### config.mk
export PLATFORM = sky130hd
export DESIGN_NAME = prio_arbiter
export DESIGN_NICKNAME = d
export VERILOG_FILES = /design/src/rtl/prio_arbiter_pkg.sv /design/src/rtl/prio_enc_n.sv /design/src/rtl/prio_arbiter.sv
export SDC_FILE = /design/constraint.sdc
export NUM_CORES = 1
export LEC_CHECK = 0
export CAP_MARGIN = 5
export CORE_UTILIZATION = 25
export DETAILED_ROUTE_END_ITERATION = 6
export PLACE_DENSITY = 0.56
export SETUP_SLACK_MARGIN = 0.15
export SYNTH_ARGS = -nofsm -noshare
export SYNTH_HDL_FRONTEND = slang
export SYNTH_HIERARCHICAL = 1
export SYNTH_SLANG_ARGS = --single-unit
### constraint.sdc
create_clock -name clk -period 3.2 [get_ports clk]
set_input_delay 0.64 -clock clk [delete_from_list [all_inputs] [get_ports clk]]
set_output_delay 0.64 -clock clk [all_outputs]
set_load 0.01 [all_outputs]
### src/rtl/prio_arbiter_pkg.sv
// Shared definitions for the priority / round-robin arbiter: policy encodings,
// FSM state type and index helpers used at elaboration and in the datapath.
package prio_arbiter_pkg;

  localparam int MODE_FIXED = 0;
  localparam int MODE_RR    = 1;

  typedef enum logic {
    ST_IDLE  = 1'b0,
    ST_GRANT = 1'b1
  } arb_state_e;

  // Bits needed to index n items (at least 1).
  function automatic int clog2w(input int n);
    int w;
    w = 1;
    while ((1 << w) < n) w++;
    return w;
  endfunction

  // (base + off + 1) mod n, for base, off < n; maps rotated positions back to requesters.
  function automatic int unsigned wrap_idx(input int unsigned base, input int unsigned off,
                                           input int unsigned n);
    int unsigned s;
    s = base + off + 1;
    return (s >= n) ? s - n : s;
  endfunction

endpackage

### src/rtl/prio_enc_n.sv
// Combinational highest-set-bit encoder: index of the top set bit plus a found flag.
module prio_enc_n
  import prio_arbiter_pkg::*;
#(
  parameter  int N = 8,
  localparam int W = clog2w(N)
) (
  input  logic [N-1:0] vec,
  output logic [W-1:0] idx,
  output logic         found
);

  always_comb begin
    idx   = '0;
    found = 1'b0;
    for (int i = 0; i < N; i++) begin
      if (vec[i]) begin
        idx   = W'(i);
        found = 1'b1;
      end
    end
  end

endmodule

### src/rtl/prio_arbiter.sv
// N-way arbiter with fixed-priority or round-robin policy and optional grant lock.
// One-cycle registered grant; asynchronous active-low reset.
module prio_arbiter
  import prio_arbiter_pkg::*;
#(
  parameter  int N    = 8,
  parameter  int MODE = MODE_FIXED,
  parameter  int LOCK = 1,
  localparam int W    = clog2w(N)
) (
  input  logic         clk,
  input  logic         rst_n,
  input  logic [N-1:0] req,
  input  logic         en,
  output logic [N-1:0] gnt,
  output logic [W-1:0] gnt_idx,
  output logic         gnt_valid
);

  arb_state_e   state_q, state_d;
  logic [N-1:0] gnt_q, gnt_d;
  logic [W-1:0] idx_q, idx_d;
  logic [W-1:0] ptr_q, ptr_d;
  logic         valid_q, valid_d;

  logic [N-1:0] arb_req;
  logic [N-1:0] rot_req;
  logic [N-1:0] enc_in;
  logic [W-1:0] enc_idx;
  logic [W-1:0] win_idx;
  logic         found;
  logic         hold;

  // On a locked release the outgoing winner never competes in the same cycle.
  assign arb_req = (LOCK != 0 && state_q == ST_GRANT) ? (req & ~gnt_q) : req;

  // Rotate so requester ptr lands on the top bit; the encoder's highest-first
  // search then walks ptr, ptr-1, ... with wrap.
  for (genvar gi = 0; gi < N; gi++) begin : g_rot
    assign rot_req[gi] = arb_req[W'(wrap_idx(gi, 32'(ptr_q), N))];
  end

  assign enc_in = (MODE == MODE_RR) ? rot_req : arb_req;

  prio_enc_n #(.N(N)) u_enc (
    .vec   (enc_in),
    .idx   (enc_idx),
    .found (found)
  );

  assign win_idx = (MODE == MODE_RR) ? W'(wrap_idx(32'(enc_idx), 32'(ptr_q), N)) : enc_idx;
  assign hold    = (LOCK != 0) && (state_q == ST_GRANT) && req[idx_q];

  always_comb begin
    state_d = state_q;
    gnt_d   = gnt_q;
    idx_d   = idx_q;
    valid_d = valid_q;
    ptr_d   = ptr_q;
    if (!hold) begin
      if (en && found) begin
        state_d = ST_GRANT;
        gnt_d   = N'(1) << win_idx;
        idx_d   = win_idx;
        valid_d = 1'b1;
        if (MODE == MODE_RR) begin
          ptr_d = (win_idx == '0) ? W'(N - 1) : win_idx - W'(1);
        end
      end else begin
        state_d = ST_IDLE;
        gnt_d   = '0;
        idx_d   = '0;
        valid_d = 1'b0;
      end
    end
  end

  always_ff @(posedge clk or negedge rst_n) begin
    if (!rst_n) begin
      state_q <= ST_IDLE;
      gnt_q   <= '0;
      idx_q   <= '0;
      valid_q <= 1'b0;
      ptr_q   <= W'(N - 1);
    end else begin
      state_q <= state_d;
      gnt_q   <= gnt_d;
      idx_q   <= idx_d;
      valid_q <= valid_d;
      ptr_q   <= ptr_d;
    end
  end

  assign gnt       = gnt_q;
  assign gnt_idx   = idx_q;
  assign gnt_valid = valid_q;

endmodule

# Word level (Yosys, flattened, before mapping)
# Cells that the tools add are included.
# classes
order_cmp	1
shifts	1
n_mux	21
n_bitwise	2
reduce_logical	2
# ops
op	n
2-to-1 mux 8 bit	2
2-to-1 mux 3 bit	5
2-to-1 mux 1 bit	11
bitwise AND 8 bit	1
inverter 8 bit	1
<< shifter 1 x 3 -> 8 bit (first input constant)	1
less-than comparator 3 x 4 -> 1 bit (second input constant)	1
2-to-1 mux 2 bit	2
binary-select mux 1 bit (select 3 bit)	1
logical AND 1 bit	2
# totals
regBits	12
inputBits	11
out_inout_bits	12
wordCells	30

# Depth between registers and ports, before layout
# Gate-level depths: netlist of the first run.
# logic_depth
word_depth	13
mapped_depth	7
mapped_depth_nobuf	7

# Hierarchy
# Netlist of the first run, hierarchy kept.
# modules_own_cells
mod	instances	cells_each	area_per_inst_um2	seq_area_each_um2
prio_arbiter	1	57	699.4	300.3
prio_enc_n	1	12	57.6	0.0

# Least setup slack after synthesis of the first run
# Ideal clock, no wire load.
# synth_timing
path_kind	input-to-reg
start	input port req[2]
end	register gnt_q[5], in the netlist gnt[5]
setup_ns	0.125
t_arrival_ns	1.832
t_required_ns	3.075
setup_slack_ns	1.242
path_stages	6
n_path_buf	0
path_cell_list	a21boi_0 -> nor2_1 -> o31ai_1 -> nand2b_1 -> nor2_1 -> mux2_4
# synth_between
elab_chain_cells	10
elab_cells_between_ends	20
cone_classes	shift: 1; mux: 16; bitwise: 1; reduce/logical: 2
# synth_rtl
item	line	source
start, declared	prio_arbiter.sv:13	input logic [N-1:0] req,
bitwise AND 8 bit	prio_arbiter.sv:35	assign arb_req = (LOCK != 0 && state_q == ST_GRANT) ? (req & ~gnt_q) : req;
2-to-1 mux 8 bit (*)	prio_arbiter.sv:35	
2-to-1 mux 2 bit (*) (2 in a row)	prio_enc_n.sv:17	if (vec[i]) begin
2-to-1 mux 3 bit (*) (4 in a row)	prio_enc_n.sv:17	
net enc_idx[1]	prio_arbiter.sv:29	logic [W-1:0] enc_idx;
<< shifter 1 x 3 -> 8 bit (*)	prio_arbiter.sv:63	gnt_d = N'(1) << win_idx;
2-to-1 mux 8 bit (*)	prio_arbiter.sv:61	if (en && found) begin
end signal, assigned	prio_arbiter.sv:87	gnt_q <= gnt_d;
end, declared	prio_arbiter.sv:21	logic [N-1:0] gnt_q, gnt_d;
# Mark *: on every way through the listed nets, which the timed path passes. The rest lies on a longest branch. The select of a mux whose other input is x is not followed.
# A chain may end at the register's enable or synchronous reset.

# Final worst setup path of the first run
# layout_timing
start	input port req[2]
end	register gnt_q[5], in the netlist gnt[5]
# layout_between
elab_chain_cells	10
elab_cells_between_ends	20
cone_classes	shift: 1; mux: 16; bitwise: 1; reduce/logical: 2
# layout_rtl
item	line	source
bitwise AND 8 bit	prio_arbiter.sv:35	
2-to-1 mux 8 bit (*)	prio_arbiter.sv:35	
net arb_req[2]	prio_arbiter.sv:26	logic [N-1:0] arb_req;
2-to-1 mux 2 bit (*) (2 in a row)	prio_enc_n.sv:17	
2-to-1 mux 3 bit (*) (4 in a row)	prio_enc_n.sv:17	
net enc_idx[1]	prio_arbiter.sv:29	
<< shifter 1 x 3 -> 8 bit (*)	prio_arbiter.sv:63	
2-to-1 mux 8 bit (*)	prio_arbiter.sv:61	
# Marked as above.

==> results of run 1 <==
-- through the flow --
step | utilization [%] | setup slack, ns | cells
final | 37.1 | 0.807 | 125
after global routing | 37.1 | 0.703 | 125
after CTS | 37.1 | 0.871 | 125
after detailed placement | 35.8 | 0.589 | 121
after global placement | 35.8 | 0.617 | 121
after floorplan | - | 1.24 | 69
-- cells by family after synthesis --
| group | after synthesis |
|---|---|
| flip-flops | 12 |
| AND/OR/NAND/NOR | 23 |
| multiplexers | 13 |
| buffers and inverters | 4 |
| AO/OA/AOI/OAI | 17 |
-- routing by layer --
| metal | GRT usage, % | vias up | wire length [µm] |
|---|---|---|---|
| met5 | 0 | - | 0 |
| met4 | 3.14 | 0 | 8 |
| met3 | 5.22 | 2 | 165 |
| met2 | 17.8 | 30 | 795 |
| met1 | 16.9 | 294 | 899 |
| li1 | - | 302 | - |
-- registers in the layout (all words and copies together) (netlist names) --
signal	cells
gnt	8
gnt_idx	3
gnt_valid	1
-- Yosys cell counts --
cell	n
mux4_2	1
nand2b_1	3
and3_1	1
o221a_4	1
a21boi_0	8
nand3b_1	1
mux2_4	8
clkinv_1	1
nand3_1	2
dfrtp_1	12
nor3_1	2
nor2_1	10
nand4_1	1
mux2i_1	1
o21a_4	1
inv_1	2
o31ai_1	2
buf_6	1
a21o_1	2
mux2_2	3
nand2_1	3
a21oi_1	3
-- layout make-up --
cell class / count / area (µm²) / share of cell area (%)
multi-input cells: 53 / 434 / 41.7
flip-flops and latches: 12 / 300 / 28.8
repair buffers: 22 / 220 / 21.2
well taps: 31 / 38.8 / 3.73
clock buffers: 4 / 36.3 / 3.49
inverters: 3 / 11.3 / 1.08
-- power by group --
| part | switching (W) | total, W | internal, W |
|---|---|---|---|
| registers | 0.0000621 | 0.000257 | 0.000195 |
| logic | 0.000179 | 0.000423 | 0.000243 |
| clock network | 0.0000538 | 0.000123 | 0.0000693 |
-- worst register-to-register path, cell delays in order, from the launching register on --
cell and delay, ns:
dfrtp_1 0.50, a21boi_0 0.29, nor2_1 0.11, o31ai_1 0.55, nand2b_1 0.23, nor2_1 0.05
mux2_4 0.26
-- worst min path at each step --
stage / start / end / slack (ns)
after global placement: gnt[1] / gnt[1] / 0.53
after CTS: gnt[7] / gnt[7] / 0.55
after floorplan: rst_n / gnt[0] / 0.34
after detailed placement: gnt[5] / gnt[5] / 0.53
after global routing: gnt[6] / gnt[6] / 0.57
final: gnt[1] / gnt[1] / 0.54
==> impl_results.md, run 1 <==
* Critical R2R Launch: gnt_valid
* Setup crit end: gnt[5]
* CP Data Required Time at ~3.4 ns
* PwrDens at roughly 770 nW/µm²
* Most area-hungry cell type in the Yosys netlist: dfrtp_1
* Synthesized netlist cell count at 69
* Leak at approximately 0.45 nW
* Initial antenna violation count at 0
* Slowest CP cell: o31ai_1
* DP HPWL at 1380 µm
* Number of H-tree levels at 1
* RePlAce Congestion at roughly 0.8
* Leading cell type in the layout, fill and taps excluded: clkdlybuf4s50_1
* Routed Antenna Nets at 0
* Status: finished with violations
* Unrepaired setup endpoints after global routing: no
* Post-layout min period at around 2.4 ns
* Max-cap violations at 0
* Initial Utilization at a little over a quarter
* WL/cell at 14.9 µm
* Drt first-iter violations at 42
* Largest net degree at the start of global routing at 13
* Max-slew violations at 0
* Die area at 3250 µm²
* Cell family with most CP delay: compound AO/OA/AOI/OAI gates
* Clock Sink Count at 12
* Cells along the critical path: clkdlybuf4s50_1 -> a21boi_0 -> nor2_1 -> o31ai_1 -> nand2b_1 -> nor2_1 -> mux2_4
* Fin crit share at between 70% and 80%
* Hold_buf cts at 0
* CTS Buf Count at 3
* Post-synthesis simple-gate area fraction at 14.2%
* Setup TNS Final at 0 ns
* Die Ht at ~57 µm
* Post-CTS Resized at 0
* Total core area at around 2800 µm²
* DR vias at about 630
* Net count after synthesis at 80
* First-pass GRT wire length at around 3000 µm
* Hold Vio Cnt, Final at 0
* Launch point of the worst path: req[2]
* Slew @ Worst Pin at about 0.64 ns
* R2R depth at 6
* Most numerous cell on the critical path: nor2_1
* WP buf/inv at 1
* Synth unique cells at 22
* Synth Area in XOR/XNOR at 0%
* P&R area growth vs syn at 37.5%
* Layout Nets at roughly 110
* Clock transition at the registers of the reported paths at around 0.08 ns
* CP peak stage delay at around 0.55 ns
* Max Clk Rate at about 420 MHz
* Mux cell area share after synthesis at 24.6%
* Worst vdd rail ir drop at 0.000292 V
* CP Capture Type: flop
* WHS Path Cells at 1
* Share of layout cells above drive strength 1 at between 10% and 20%
* Number of remaining DRC errors at 2
* Ranking of synthesized cells by area: dfrtp_1, mux2_4, a21boi_0, nor2_1, mux2_2
* Synthesized cell area at 757 µm²
* Fillers at a little under 300
* Placed Area at roughly 1000 µm²
* Failing checks: DRC
* Design area at 1040 µm²
* Startpoint types: primary input
* Endpoints failing setup at 0
* All-layer global routing usage at 12.3%
* Final Skew at 0.00810 ns
* Vias/cell at approximately 5
* Hold Crit Class: flop to flop
* Total Wirelength at 1870 µm
* Post-CTS Setup Bufs at 0
* Clock Path Buffers at 2
* Rows at 19
* R2R Setup Slk at about 1.1 ns
* Yosys warns at 6
* Total power at around 0.0008 W
* Stages on the worst setup path at 7
* Clk Tree Root Cell: clkbuf_4
* Crit-path max FO at 6
* Drt first pass iters at 6
* Syn Area/Cell at roughly 11 µm²
* IO Count at 23
* Ant. Diodes at 0
* Synth top area share at between 30% and 40%
* Width of the die at around 57 µm
* Critical Path AT at between 2 and 3 ns
* CTS tree: yes
* Slew HR at a little under three fifths
* CP Class: primary input to flop
* Largest family of logic cells by synthesized area: multiplexers
* Worst hold margin at roughly 0.54 ns
* Port Buf Inserts at 22
* Compound-cell area share of the yosys netlist at a little under a fifth
* Vias in the first global route at 611
* Sequential fraction of the synthesis area at 39.7%
* GRT overflow at 0
* Most frequent cells in the layout: clkdlybuf4s50_1, dfrtp_1, nor2_1
* Seq cells post-synth at 12
* Clock Latency Late Sink at between 0.2 and 0.3 ns
* Worst R2R End: gnt[5]
* Area share of fa/ha/maj cells after synthesis at 0%
Note: power is estimated with default switching activity, not from simulation.
==> inputs of run 2 (changes only) <==
Clock period 3.2 ns to 2.3 ns, I/O delays scaled along.
==> run 2 against run 1 <==
Effect of this change:
- the flow still finishes with violations (DRC)
- wire length is 3.1% lower
- sequential power up 40%
- setup slack worse by 0.50 ns
- clock-buffer cell count unchanged
- combinational power rose by 40%
==> impl_results.md, run 2 (same netlist as run 1, synthesis figures left out) <==
* DR vias at 630
* P&R area growth vs syn at 39.5%
* Most frequent cells in the layout: clkdlybuf4s50_1, dfrtp_1, nor2_1
* CP peak stage delay at ~0.48 ns
* Clock transition at the registers of the reported paths at approximately 0.08 ns
* Hold Crit Class: primary input to async pin
* Hold Vio Cnt, Final at 0
* Total Wirelength at around 1800 µm
* Worst vdd rail ir drop at ~0.00034 V
* Number of H-tree levels at 1
* Clock Latency Late Sink at 0.28 ns
* CP Data Required Time at roughly 2.5 ns
* Largest net degree at the start of global routing at 13
* Vias/cell at 4.96
* Hold_buf cts at 0
* Fillers at 293
* GRT overflow at 0
* Critical Path AT at around 2.2 ns
* Slew @ Worst Pin at 0.547 ns
* CTS tree: yes
* Port Buf Inserts at 22
* Largest register FFs at 8
* Total power at roughly 0.0011 W
* First-pass GRT wire length at about 3100 µm
* Final Core Density at between 30% and 40%
* Slew HR at approximately 63%
* Drt first-iter violations at 15
* Max Clk Rate at around 500 MHz
* Crit-path max FO at 4
* WL/cell at approximately 14 µm
* R2R Setup Slk at about 0.46 ns
* Failing checks: DRC
* Max-slew violations at 0
* R2R depth at 6
* CTS Buf Count at 3
* Total core area at approximately 2800 µm²
* Die Ht at 57.0 µm
* Slowest CP cell: clkdlybuf4s50_1
* Rows at 19
* CP Capture Type: flop
* Startpoint types: primary input
* Status: finished with violations
* Max-cap violations at 0
* RePlAce Congestion at ~0.80
* Worst R2R End: gnt[6]
* CP Class: primary input to flop
* Critical R2R Launch: gnt_valid
* Vias in the first global route at 650
* Clock Path Buffers at 2
* Cells along the critical path: clkdlybuf4s50_1 -> a21boi_0 -> a21oi_1 -> o31ai_1 -> nand3b_1 -> nor2_1 -> mux2_4
* Post-CTS Resized at 0
* DP HPWL at 1400 µm
* Leak at between 0.4 and 0.5 nW
* Leading cell type in the layout, fill and taps excluded: clkdlybuf4s50_1
* Launch point of the worst path: req[1]
* Ant. Diodes at 0
* Initial antenna violation count at 0
* Final Skew at around 0.0057 ns
* Die area at about 3300 µm²
* Clk Tree Root Cell: clkbuf_4
* Setup crit end: gnt[6]
* Number of remaining DRC errors at 2
* Width of the die at 57.0 µm
* Setup TNS Final at 0 ns
* IO Count at 23
* Post-CTS Setup Bufs at 0
* Fin crit share at between 80% and 90%
* Clock Sink Count at 12
* Routed Antenna Nets at 0
* Endpoints failing setup at 0
* Drt first pass iters at 6
* Share of layout cells above drive strength 1 at between 20% and 30%
* PwrDens at roughly 1100 nW/µm²
* Layout Nets at 108
* Post-layout min period at between 1.5 and 2 ns
* All-layer global routing usage at roughly an eighth
* Unrepaired setup endpoints after global routing: no
* Initial Utilization at between 20% and 30%
run 2: cell count changes in the layout (fill, tap and decap cells not counted), sizes merged:
cell / delta
buf: +2
run 2: layout make-up:
class	count	area, µm²	share of cell area [%]
Inverter	3	11.3	1.07
Timing Repair Buffer	24	235	22.3
Sequential cell	12	300	28.4
Multi-Input combinational cell	53	434	41.1
Tap cell	31	38.8	3.67
Clock buffer	4	36.3	3.44
run 2: worst min-delay path by stage:
stage | end | slack, ns | cells past startpoint
after floorplan | gnt[0] | 0.16 | 0
after global placement | gnt[3] | 0.53 | 1
after detailed placement | gnt[4] | 0.52 | 1
after CTS | gnt[0] | 0.54 | 1
after global routing | gnt[1] | 0.57 | 1
final | gnt_idx[1] | 0.53 | 1
run 2: worst max-delay path: cells and delay by family:
kind | cells | cell delay, ns
muxes | 1 | 0.27
and+or+nand+nor | 2 | 0.33
buffers and inverters | 1 | 0.48
AOI/OAI and AO/OA | 3 | 0.63
run 2: power by group:
part	total [W]	leakage, nW	switching (W)	internal [W]
Sequential	0.000359	0.157	0.0000875	0.000272
Combinational	0.000593	0.281	0.000248	0.000344
Clock	0.000172	0.0210	0.0000754	0.0000964
Total	0.00112	0.459	0.000411	0.000712
run 2: metal layers:
layer	wire length [µm]	up-vias	global-route usage (%)
met5	0	-	0
met4	0	0	3.14
met3	105	0	4.31
met2	817	20	18.7
met1	888	307	17.5
li1	-	303	-
run 2: metrics by stage:
| step | cells | hold slack (ns) | cell area (µm²) | setup slack [ns] |
|---|---|---|---|---|
| finish | 127 | 0.531 | 1060 | 0.307 |
| global route | 127 | 0.569 | 1060 | 0.153 |
| floorplan | 69 | 0.164 | 757 | 0.494 |
| CTS | 127 | 0.544 | 1060 | 0.296 |
| detailed placement | 123 | 0.520 | 1020 | -0.00356 |
| global placement | 123 | 0.528 | 1020 | 0.0131 |
